`src/rtl/pcx_stream_arbiter_if.sv`:
```
// Shared-stream handshake bundle: per-core word inputs plus the single arbitrated PCX output.
// The arbiter uses the master modport; the environment that feeds and drains it uses slave.
interface pcx_stream_arbiter_if #(
    parameter int unsigned NUM_CORES = 4,
    parameter int unsigned DATA_W    = 32,
    parameter int unsigned ID_W      = 2
);
    logic [NUM_CORES-1:0]        core_valid;
    logic [NUM_CORES*DATA_W-1:0] core_data;
    logic [NUM_CORES-1:0]        core_stall;
    logic                        pcx_valid;
    logic                        pcx_stall;
    logic [DATA_W-1:0]           pcx_data;
    logic [ID_W-1:0]             pcx_src;
    logic                        pcx_sop;
    logic                        pcx_eop;

    modport master (
        input  core_valid, core_data, pcx_stall,
        output core_stall, pcx_valid, pcx_data, pcx_src, pcx_sop, pcx_eop
    );

    modport slave (
        output core_valid, core_data, pcx_stall,
        input  core_stall, pcx_valid, pcx_data, pcx_src, pcx_sop, pcx_eop
    );
endinterface

```
`src/rtl/pcx_stream_arbiter.sv`:
```
// Round-robin arbiter that merges per-core PCX word streams onto one registered output stream.
// A grant is held for a whole fixed-length packet, so packets from different cores never interleave.
module pcx_stream_arbiter #(
    parameter int unsigned NUM_CORES = 4,
    parameter int unsigned DATA_W    = 32,
    parameter int unsigned PKT_WORDS = 4,
    parameter int unsigned ID_W      = 2
) (
    input  logic                 clk,
    input  logic                 rst,
    input  logic [NUM_CORES-1:0] core_en,
    pcx_stream_arbiter_if.master bus,
    output logic                 busy
);
    localparam int unsigned CNT_W = (PKT_WORDS > 1) ? $clog2(PKT_WORDS) : 1;

    localparam logic [0:0] ST_IDLE  = 1'b0;
    localparam logic [0:0] ST_BURST = 1'b1;

    localparam logic [ID_W-1:0]  LAST_RESET = ID_W'(NUM_CORES - 1);
    localparam logic [CNT_W-1:0] CNT_LAST   = CNT_W'(PKT_WORDS - 1);

    logic [0:0]        state_q, state_d;
    logic [ID_W-1:0]   grant_q, grant_d;
    logic [ID_W-1:0]   last_grant_q, last_grant_d;
    logic [CNT_W-1:0]  cnt_q, cnt_d;
    logic              valid_q, valid_d;
    logic [DATA_W-1:0] data_q, data_d;
    logic [ID_W-1:0]   src_q, src_d;
    logic              sop_q, sop_d;
    logic              eop_q, eop_d;

    // Round-robin pick: rotate candidates so bit 0 is last_grant+1, then take the lowest set bit.
    logic [NUM_CORES-1:0]   cand;
    logic [NUM_CORES-1:0]   cand_rot;
    logic [2*NUM_CORES-1:0] cand_dbl;
    logic [ID_W:0]          start;
    logic [ID_W:0]          offset;
    logic [ID_W+1:0]        sum;
    logic [ID_W-1:0]        sel;

    assign cand     = bus.core_valid & core_en;
    assign cand_dbl = {cand, cand};
    assign start    = {1'b0, last_grant_q} + (ID_W+1)'(1);
    assign cand_rot = NUM_CORES'(cand_dbl >> start);

    always_comb begin
        offset = '0;
        for (int k = NUM_CORES - 1; k >= 0; k--) begin
            if (cand_rot[k]) offset = (ID_W+1)'(k);
        end
    end

    assign sum = (ID_W+2)'(start) + (ID_W+2)'(offset);
    assign sel = (sum >= (ID_W+2)'(NUM_CORES)) ? ID_W'(sum - (ID_W+2)'(NUM_CORES)) : ID_W'(sum);

    logic              g_valid;
    logic [DATA_W-1:0] g_data;

    always_comb begin
        g_valid = 1'b0;
        g_data  = '0;
        for (int i = 0; i < NUM_CORES; i++) begin
            if (grant_q == ID_W'(i)) begin
                g_valid = bus.core_valid[i];
                g_data  = bus.core_data[i*DATA_W +: DATA_W];
            end
        end
    end

    logic load;
    logic out_xfer;
    logic in_xfer;

    assign load     = ~valid_q | ~bus.pcx_stall;
    assign out_xfer = valid_q & ~bus.pcx_stall;
    assign in_xfer  = (state_q == ST_BURST) & load & g_valid;

    // Only the granted core may see its stall released, and only while the output can load.
    logic [NUM_CORES-1:0] stall;

    always_comb begin
        stall = '1;
        for (int i = 0; i < NUM_CORES; i++) begin
            if (state_q == ST_BURST && grant_q == ID_W'(i)) stall[i] = ~load;
        end
    end

    always_comb begin
        state_d      = state_q;
        grant_d      = grant_q;
        last_grant_d = last_grant_q;
        cnt_d        = cnt_q;
        valid_d      = valid_q;
        data_d       = data_q;
        src_d        = src_q;
        sop_d        = sop_q;
        eop_d        = eop_q;

        case (state_q)
            ST_IDLE: begin
                if (|cand) begin
                    grant_d      = sel;
                    last_grant_d = sel;
                    cnt_d        = '0;
                    state_d      = ST_BURST;
                end
            end
            ST_BURST: begin
                if (in_xfer) begin
                    if (cnt_q == CNT_LAST) begin
                        cnt_d   = '0;
                        state_d = ST_IDLE;
                    end else begin
                        cnt_d = cnt_q + CNT_W'(1);
                    end
                end
            end
            default: state_d = ST_IDLE;
        endcase

        if (in_xfer) begin
            valid_d = 1'b1;
            data_d  = g_data;
            src_d   = grant_q;
            sop_d   = (cnt_q == '0);
            eop_d   = (cnt_q == CNT_LAST);
        end else if (out_xfer) begin
            valid_d = 1'b0;
        end
    end

    always_ff @(posedge clk or posedge rst) begin
        if (rst) begin
            state_q      <= ST_IDLE;
            grant_q      <= '0;
            last_grant_q <= LAST_RESET;
            cnt_q        <= '0;
            valid_q      <= 1'b0;
            data_q       <= '0;
            src_q        <= '0;
            sop_q        <= 1'b0;
            eop_q        <= 1'b0;
        end else begin
            state_q      <= state_d;
            grant_q      <= grant_d;
            last_grant_q <= last_grant_d;
            cnt_q        <= cnt_d;
            valid_q      <= valid_d;
            data_q       <= data_d;
            src_q        <= src_d;
            sop_q        <= sop_d;
            eop_q        <= eop_d;
        end
    end

    assign bus.core_stall = stall;
    assign bus.pcx_valid  = valid_q;
    assign bus.pcx_data   = data_q;
    assign bus.pcx_src    = src_q;
    assign bus.pcx_sop    = sop_q;
    assign bus.pcx_eop    = eop_q;
    assign busy           = (state_q == ST_BURST) | valid_q;
endmodule

```
`src/flat_wrapper.sv`:
```
// flat-port wrapper written by rule: the top's interface ports become plain ports
module pcx_stream_arbiter_flat 
#(
    parameter int unsigned NUM_CORES = 4,
    parameter int unsigned DATA_W    = 32,
    parameter int unsigned PKT_WORDS = 4,
    parameter int unsigned ID_W      = 2
)
  (clk, rst, core_en, busy, bus_core_valid, bus_core_data, bus_pcx_stall, bus_core_stall, bus_pcx_valid, bus_pcx_data, bus_pcx_src, bus_pcx_sop, bus_pcx_eop);
  pcx_stream_arbiter_if #(.NUM_CORES(NUM_CORES), .DATA_W(DATA_W), .ID_W(ID_W)) bus_i ();
  input  logic clk;
  input  logic rst;
  input  logic [NUM_CORES-1:0] core_en;
  output logic busy;
  input wire logic [$bits(bus_i.core_valid)-1:0] bus_core_valid;
  input wire logic [$bits(bus_i.core_data)-1:0] bus_core_data;
  input wire logic [$bits(bus_i.pcx_stall)-1:0] bus_pcx_stall;
  output wire logic [$bits(bus_i.core_stall)-1:0] bus_core_stall;
  output wire logic [$bits(bus_i.pcx_valid)-1:0] bus_pcx_valid;
  output wire logic [$bits(bus_i.pcx_data)-1:0] bus_pcx_data;
  output wire logic [$bits(bus_i.pcx_src)-1:0] bus_pcx_src;
  output wire logic [$bits(bus_i.pcx_sop)-1:0] bus_pcx_sop;
  output wire logic [$bits(bus_i.pcx_eop)-1:0] bus_pcx_eop;
  assign bus_i.core_valid = bus_core_valid;
  assign bus_i.core_data = bus_core_data;
  assign bus_i.pcx_stall = bus_pcx_stall;
  assign bus_core_stall = bus_i.core_stall;
  assign bus_pcx_valid = bus_i.pcx_valid;
  assign bus_pcx_data = bus_i.pcx_data;
  assign bus_pcx_src = bus_i.pcx_src;
  assign bus_pcx_sop = bus_i.pcx_sop;
  assign bus_pcx_eop = bus_i.pcx_eop;
  pcx_stream_arbiter #(.NUM_CORES(NUM_CORES), .DATA_W(DATA_W), .PKT_WORDS(PKT_WORDS), .ID_W(ID_W)) u_core (.clk(clk), .rst(rst), .core_en(core_en), .bus(bus_i), .busy(busy));
endmodule
```
`config.mk`:
```
export PLATFORM = sky130hd
export DESIGN_NAME = pcx_stream_arbiter_flat
export DESIGN_NICKNAME = d
export VERILOG_FILES = /design/src/rtl/pcx_stream_arbiter_if.sv /design/src/rtl/pcx_stream_arbiter.sv /design/src/flat_wrapper.sv
export SDC_FILE = /design/constraint.sdc
export NUM_CORES = 1
export LEC_CHECK = 0
export CAP_MARGIN = 10
export CORE_MARGIN = 1.5
export CORE_UTILIZATION = 38
export CTS_CLUSTER_DIAMETER = 120
export DETAILED_ROUTE_END_ITERATION = 16
export PLACE_DENSITY = 0.93
export SLEW_MARGIN = 10
export SYNTH_ARGS = -nofsm -noshare
export SYNTH_HDL_FRONTEND = slang
export SYNTH_SLANG_ARGS = --single-unit
```
`constraint.sdc`:
```
create_clock -name clk -period 2.1 [get_ports clk]
set_input_delay 0.21 -clock clk [delete_from_list [all_inputs] [get_ports clk]]
set_output_delay 0.21 -clock clk [all_outputs]
set_load 0.005 [all_outputs]
```
# ---- After elaboration in Yosys (flattened, before gate mapping)
# Index checks and enable logic that the tools add are counted.
dict set report word_totals {
  reg_bits 44
  word_cells 68
  output_inout_bits 42
}
dict set report op_classes {
  n_reduce_logical 10
  n_bitwise 10
  n_shift 1
  eq_ne 6
  muxes 27
  n_lt_le_gt_ge 1
  add_sub_neg 4
}
# operator n
set op_table {}
lappend op_table {{two-way mux 32 bit} 4}
lappend op_table {{two-way mux 1 bit} 13}
lappend op_table {{two-way mux 2 bit} 5}
lappend op_table {{two-way mux 3 bit} 3}
lappend op_table {{right shift 8 x 3 -> 4 bit} 1}
lappend op_table {{equality test 2 bit (second input constant)} 3}
lappend op_table {{adder 3 x 3 -> 4 bit} 1}
lappend op_table {{AND 4 bit} 1}
lappend op_table {{>= comparator 4 x 3 -> 1 bit (second input constant)} 1}
lappend op_table {{logical AND 1 bit} 4}
lappend op_table {{logical NOT 2 bit} 2}
lappend op_table {{inverter 1 bit} 4}
lappend op_table {{one-hot mux 2 bit (2 select lines)} 1}
lappend op_table {{AND reduction 2 bit} 2}
lappend op_table {{OR reduction 4 bit} 1}
lappend op_table {{adder 2 x 1 -> 3 bit (second input constant)} 1}
lappend op_table {{AND 1 bit} 3}
lappend op_table {{adder 2 x 1 -> 2 bit (second input constant)} 1}
lappend op_table {{equality test 2 x 1 -> 1 bit (second input constant)} 1}
lappend op_table {{inequality test 2 x 1 -> 1 bit (second input constant)} 1}
lappend op_table {{inequality test 2 bit (second input constant)} 1}
lappend op_table {{OR 1 bit} 2}
lappend op_table {{one-hot mux 1 bit (2 select lines)} 1}
lappend op_table {{nonzero test 2 bit} 1}
lappend op_table {{subtractor 2 x 1 -> 2 bit (second input constant)} 1}

# ---- Longest topological paths before layout
dict set report depth {
  depth_word 9
  ltp_mapped 9
}

# ---- Least setup slack after synthesis
# No wires, ideal clock.
dict set report synth_timing {
  path_kind {reg2reg}
  start {reg u_core.last_grant_q[0]}
  end {reg u_core.last_grant_q[1]}
  setup_ns 0.089
  required_ns 2.011
  arrival_ns 1.822
  stages_incl_launch_ff 10
  n_path_buf 1
  setup_slack_ns 0.188
  path_cell_list {dfstp_2 > clkbuf_1 > nor3_1 > a41oi_1 > o221ai_1 > a21oi_1 > ha_1 > nand3b_1 > a21oi_1 > a211oi_1}
}
dict set report synth_via {
  elab_chain_cells 9
  word_cells_on_any_way 10
}
# item line
set synth_rtl {}
lappend synth_rtl {{start, declared} pcx_stream_arbiter.sv:25} ;# logic [ID_W-1:0] last_grant_q, last_grant_d;
lappend synth_rtl {{start signal, assigned} pcx_stream_arbiter.sv:147} ;# last_grant_q <= last_grant_d;
lappend synth_rtl {{adder 2 x 1 -> 3 bit *} pcx_stream_arbiter.sv:44} ;# assign start = {1'b0, last_grant_q} + (ID_W+1)'(1);
lappend synth_rtl {{right shift 8 x 3 -> 4 bit} pcx_stream_arbiter.sv:45} ;# assign cand_rot = NUM_CORES'(cand_dbl >> start);
lappend synth_rtl {{two-way mux 2 bit} pcx_stream_arbiter.sv:50} ;# if (cand_rot[k]) offset = (ID_W+1)'(k);
lappend synth_rtl {{two-way mux 3 bit (3 in a row)} pcx_stream_arbiter.sv:50}
lappend synth_rtl {{adder 3 x 3 -> 4 bit *} pcx_stream_arbiter.sv:54} ;# assign sum = (ID_W+2)'(start) + (ID_W+2)'(offset);
lappend synth_rtl {{>= comparator 4 x 3 -> 1 bit / subtractor 2 x 1 -> 2 bit (equally long branches)} pcx_stream_arbiter.sv:55} ;# assign sel = (sum >= (ID_W+2)'(NUM_CORES)) ? ID_W'(sum - (ID_W+2)'(NUM_CORES)) : ID_W'(sum);
lappend synth_rtl {{two-way mux 2 bit *} pcx_stream_arbiter.sv:55}
# Every way passes the cells marked *; elsewhere a longest branch is shown, timed or not.
# A chain may end at the register's enable or synchronous reset.

# ---- Worst setup path in the final report
dict set report layout_timing {
  start {reg u_core.valid_q, in the netlist u_core.bus.pcx_valid}
  end {out bus_core_stall[0]}
}
dict set report layout_via {
  elab_chain_cells 4
}
# item line
set layout_rtl {}
lappend layout_rtl {{start, declared} pcx_stream_arbiter.sv:27} ;# logic valid_q, valid_d;
lappend layout_rtl {{start signal, assigned} pcx_stream_arbiter.sv:149} ;# valid_q <= valid_d;
lappend layout_rtl {{inverter 1 bit} pcx_stream_arbiter.sv:75} ;# assign load = ~valid_q | ~bus.pcx_stall;
lappend layout_rtl {{OR 1 bit} pcx_stream_arbiter.sv:75}
lappend layout_rtl {{inverter 1 bit} pcx_stream_arbiter.sv:85} ;# if (state_q == ST_BURST && grant_q == ID_W'(i)) stall[i] = ~load;
lappend layout_rtl {{two-way mux 1 bit} pcx_stream_arbiter.sv:85}
lappend layout_rtl {{end, declared} flat_wrapper.sv:18} ;# output wire logic [$bits(bus_i.core_stall)-1:0] bus_core_stall;
# Every way passes these cells.

==> impl_metrics.toml <==
[global_route]
grtUsageTotal_pct = 21.3
grt_pass1_vias = 2721
antenna_found_initial = 0
grt_max_degree = 45
grt_pass1_wl_um = 14100
grt_overflow = 0

[route]
final_antenna_net_count = 0
wl_met3_um = 762
vias_per_cell = 5.25
wl_met1_um = 3460
drtPass1Iterations = 4
vias = 2563
met2_length_um = 4570
post_drt_wl_per_cell_um = 18.3
routed_wirelength_um = 8920
drcViolationCount = 0
top_layer = "met4"
drt_iter0_markers = 53

[synthesis]
avgSynthCellArea_sq_um = 15.0
netlist_area_sq_um = 3000
ys_seq_area_share_pct = 36.8
ys_warn_count = 0
syn_inst = 200
synth_fp_nets = 342
synth_seq_cells = 44
synth_cell_types = 43

[power_and_ir_drop]
p_total_uw = 6140
p_per_area_nw_per_um2 = 1220
power_frac_comb_pct = 64.2
switchingPower_uw = 1970
sw_frac_of_total_pct = 32.0
p_seq_share_pct = 26.9
clkPwrFrac_pct = 9.0
leakagePower_uw = 0.00207
p_int_uw = 4180
vdd_drop_max_uv = 791

[worst_setup_path]
cp-end-kind = "output port"
worstPathArrival_ps = 1740
slowest_delay_ps = 450
worstReg2RegStart = "u_core.last_grant_q[0]"
crit_chain = "nand2_1 -> nand2_1 -> or3_1 -> clkdlybuf4s50_1"
critPathSlowestCell = "clkdlybuf4s50_1"
worst-path-max-fanout = 4
critPathRequiredTime_ps = 1890
cp-startpoint = "u_core.bus.pcx_valid"
start_kind = "flop"
worstSetupPathType = "reg2out"
crit_top_cell = "nand2_1"

[sta]
worst_slack_ps = 146
rsz0062_at_grt = "false"
relSlewSlack_pct = 65.5
setup_violations = 0
fin_worst_skew_ps = 8.13
hold_viol = 0
fmax_ghz = 0.512
layout_min_cycle_time_ps = 1950
tightest_slew_ps = 517
fin_crit_sh_pct = 93.0
final_max_slew_viol_count = 0

[clock_network]
postCtsHoldBufs = 0
cts_htree_levels = 2
cts_sinks = 44
tritoncts = "done"
cts_root_buffer = "clkbuf_8"
clock_path_buffers = 2
clock_latency_ps = 290
numCtsBuffers = 5
clk_pin_slew_worst_paths_ps = 90
ctsResizeCount = 0
cts_setup_buffers = 0

[placed_design]
routabilityCongestion = 0.881
numPortBuffers = 180
post-place-ws_ps = -75.6
dpl.hpwl_um = 6920
dp.cells = 480
placed_cell_area_sq_um = 4920

[layout]
antenna_cells = 0
num-fill-cells = 575
nets = 527
instances_no_fill = 488
fin_area_sq_um = 5020
drive_above_1_share_pct = 21.2
syn_to_final_growth_pct = 67.2

[run_status]
status = "completed"

[min_path]
hp-class = "in2async"

[floorplan]
die_area_sq_um = 8440
coreArea_sq_um = 7690
ios = 181
rows = 32
die_w_um = 91.9
dieHeight_um = 91.9
start_util_pct = 39.0

[job]
maxCapViolations = 0
==> state kept, by name, indices dropped and copies added, names as in the netlist <==
name / count
u_core.bus.pcx_data: 32
u_core.bus.pcx_src: 2
u_core.last_grant_q: 2
u_core.state_q: 1
u_core.cnt_q: 2
u_core.bus.pcx_sop: 1
u_core.grant_q: 2
u_core.bus.pcx_eop: 1
u_core.bus.pcx_valid: 1
==> metrics by stage <==
step | setup TNS [ps] | hold WS, ps | utilization, %
3_5_place_dp | -75.6 | 487 | 64.0
2_1_floorplan | 0 | 415 | -
6_report | 0 | 256 | 65.3
5_1_grt | 0 | 281 | 65.3
3_3_place_gp | 0 | 476 | 64.0
4_1_cts | 0 | 265 | 65.2
==> cells by family (layout without fill, tap and decap cells) <==
group	after synthesis	count (layout)	synth area share (%)
muxes	68	68	43.1
and+or+nand+nor	34	34	5.79
AOI/OAI and AO/OA	30	30	6.88
buffers and inverters	20	206	5.79
DFF	44	44	36.8
adders and majority gates	4	4	1.63
==> layout by cell type (no fill, tap or decap), drive strengths merged, types with 2 or more instances in the layout <==
cell	instances
a211o	2
a21boi	2
a21o	2
a21oi	8
a22o	2
buf	12
clkbuf	7
clkdlybuf4s50	180
dfrtp	42
dfstp	2
ha	3
inv	6
mux2	35
mux4	33
nand2	13
nand3	7
nand4	2
nor2	5
o21ai	5
or3	2
==> final cells by class <==
type | instances | area, sq um | share of cell area, %
clock buffers | 7 | 86.3 | 1.72
flip-flops and latches | 44 | 1100 | 22.0
inverters | 6 | 22.5 | 0.449
clock inverters | 1 | 7.51 | 0.150
well taps | 102 | 128 | 2.54
multi-input cells | 136 | 1730 | 34.4
repair buffers | 192 | 1940 | 38.7
==> power by group through the flow <==
stage	combinational, uW	clock (uW)	sequential [uW]
CTS	3980	570	1650
detailed placement	3950	0	1660
floorplan	2570	0	1590
global route	4230	616	1720
finish	3940	551	1650
global placement	3870	0	1640
==> final timing paths <==
check                                               end  cells past startpoint  slack, ps
worst min register to register  u_core.bus.pcx_data[21]                      1        500
worst min-delay path            u_core.bus.pcx_data[30]                      3        260
min in group clk                u_core.bus.pcx_data[21]                      1        500
worst max-delay path                  bus_core_stall[0]                      4        150
worst max register to register   u_core.last_grant_q[1]                      8        250
max in group asynchronous        u_core.last_grant_q[1]                      3       1570
==> cell usage after synthesis <==
| cell type | n | area share [%] |
|---|---|---|
| nand2_1 | 13 | 1.6 |
| a21o_1 | 2 | 0.50 |
| mux2_1 | 3 | 1.1 |
| a211o_1 | 2 | 0.58 |
| buf_1 | 1 | 0.12 |
| nor2_1 | 5 | 0.63 |
| a22o_1 | 2 | 0.58 |
| and2_1 | 1 | 0.21 |
| o21ai_0 | 2 | 0.33 |
| o22a_1 | 1 | 0.29 |
| or2_2 | 1 | 0.21 |
| a211oi_1 | 1 | 0.25 |
| a22oi_1 | 1 | 0.25 |
| buf_8 | 2 | 1.0 |
| nand4_1 | 2 | 0.42 |
| dfrtp_1 | 42 | 35 |
| o31ai_1 | 1 | 0.25 |
| nor3_1 | 1 | 0.17 |
| mux2_4 | 32 | 16 |
| ha_1 | 3 | 1.3 |
| nand3_1 | 6 | 1.0 |
| inv_1 | 6 | 0.75 |
| a21oi_1 | 8 | 1.3 |
| clkbuf_1 | 3 | 0.38 |
| nand3_4 | 1 | 0.58 |
| or3_1 | 2 | 0.42 |
| a21boi_0 | 1 | 0.25 |
| mux4_1 | 10 | 8.8 |
| buf_6 | 4 | 1.5 |
| o21ai_1 | 3 | 0.50 |
| dfstp_2 | 2 | 1.8 |
| a221o_1 | 1 | 0.33 |
| maj3_2 | 1 | 0.38 |
| clkbuf_8 | 3 | 1.4 |
| nor4b_1 | 1 | 0.29 |
| o21a_1 | 1 | 0.25 |
| mux4_2 | 23 | 17 |
| o221ai_1 | 1 | 0.29 |
| nand3b_1 | 1 | 0.25 |
| a32o_1 | 1 | 0.33 |
| a41oi_1 | 1 | 0.29 |
| a21boi_1 | 1 | 0.25 |
| buf_12 | 1 | 0.67 |
==> per-layer routing <==
| layer | up-vias | global-route usage, % |
|---|---|---|
| met3 | 14 | 5.89 |
| li1 | 1170 | - |
| met4 | 0 | 4.49 |
| met1 | 1259 | 25.3 |
| met5 | - | 0 |
| met2 | 120 | 38.3 |
==> critical path: cells and delay by family (launching register included) <==
family        cells  cell delay [ps]
simple gates      3              600
buf+inv           1              450
flops             1              400
Power figures use the tool's default switching activity.
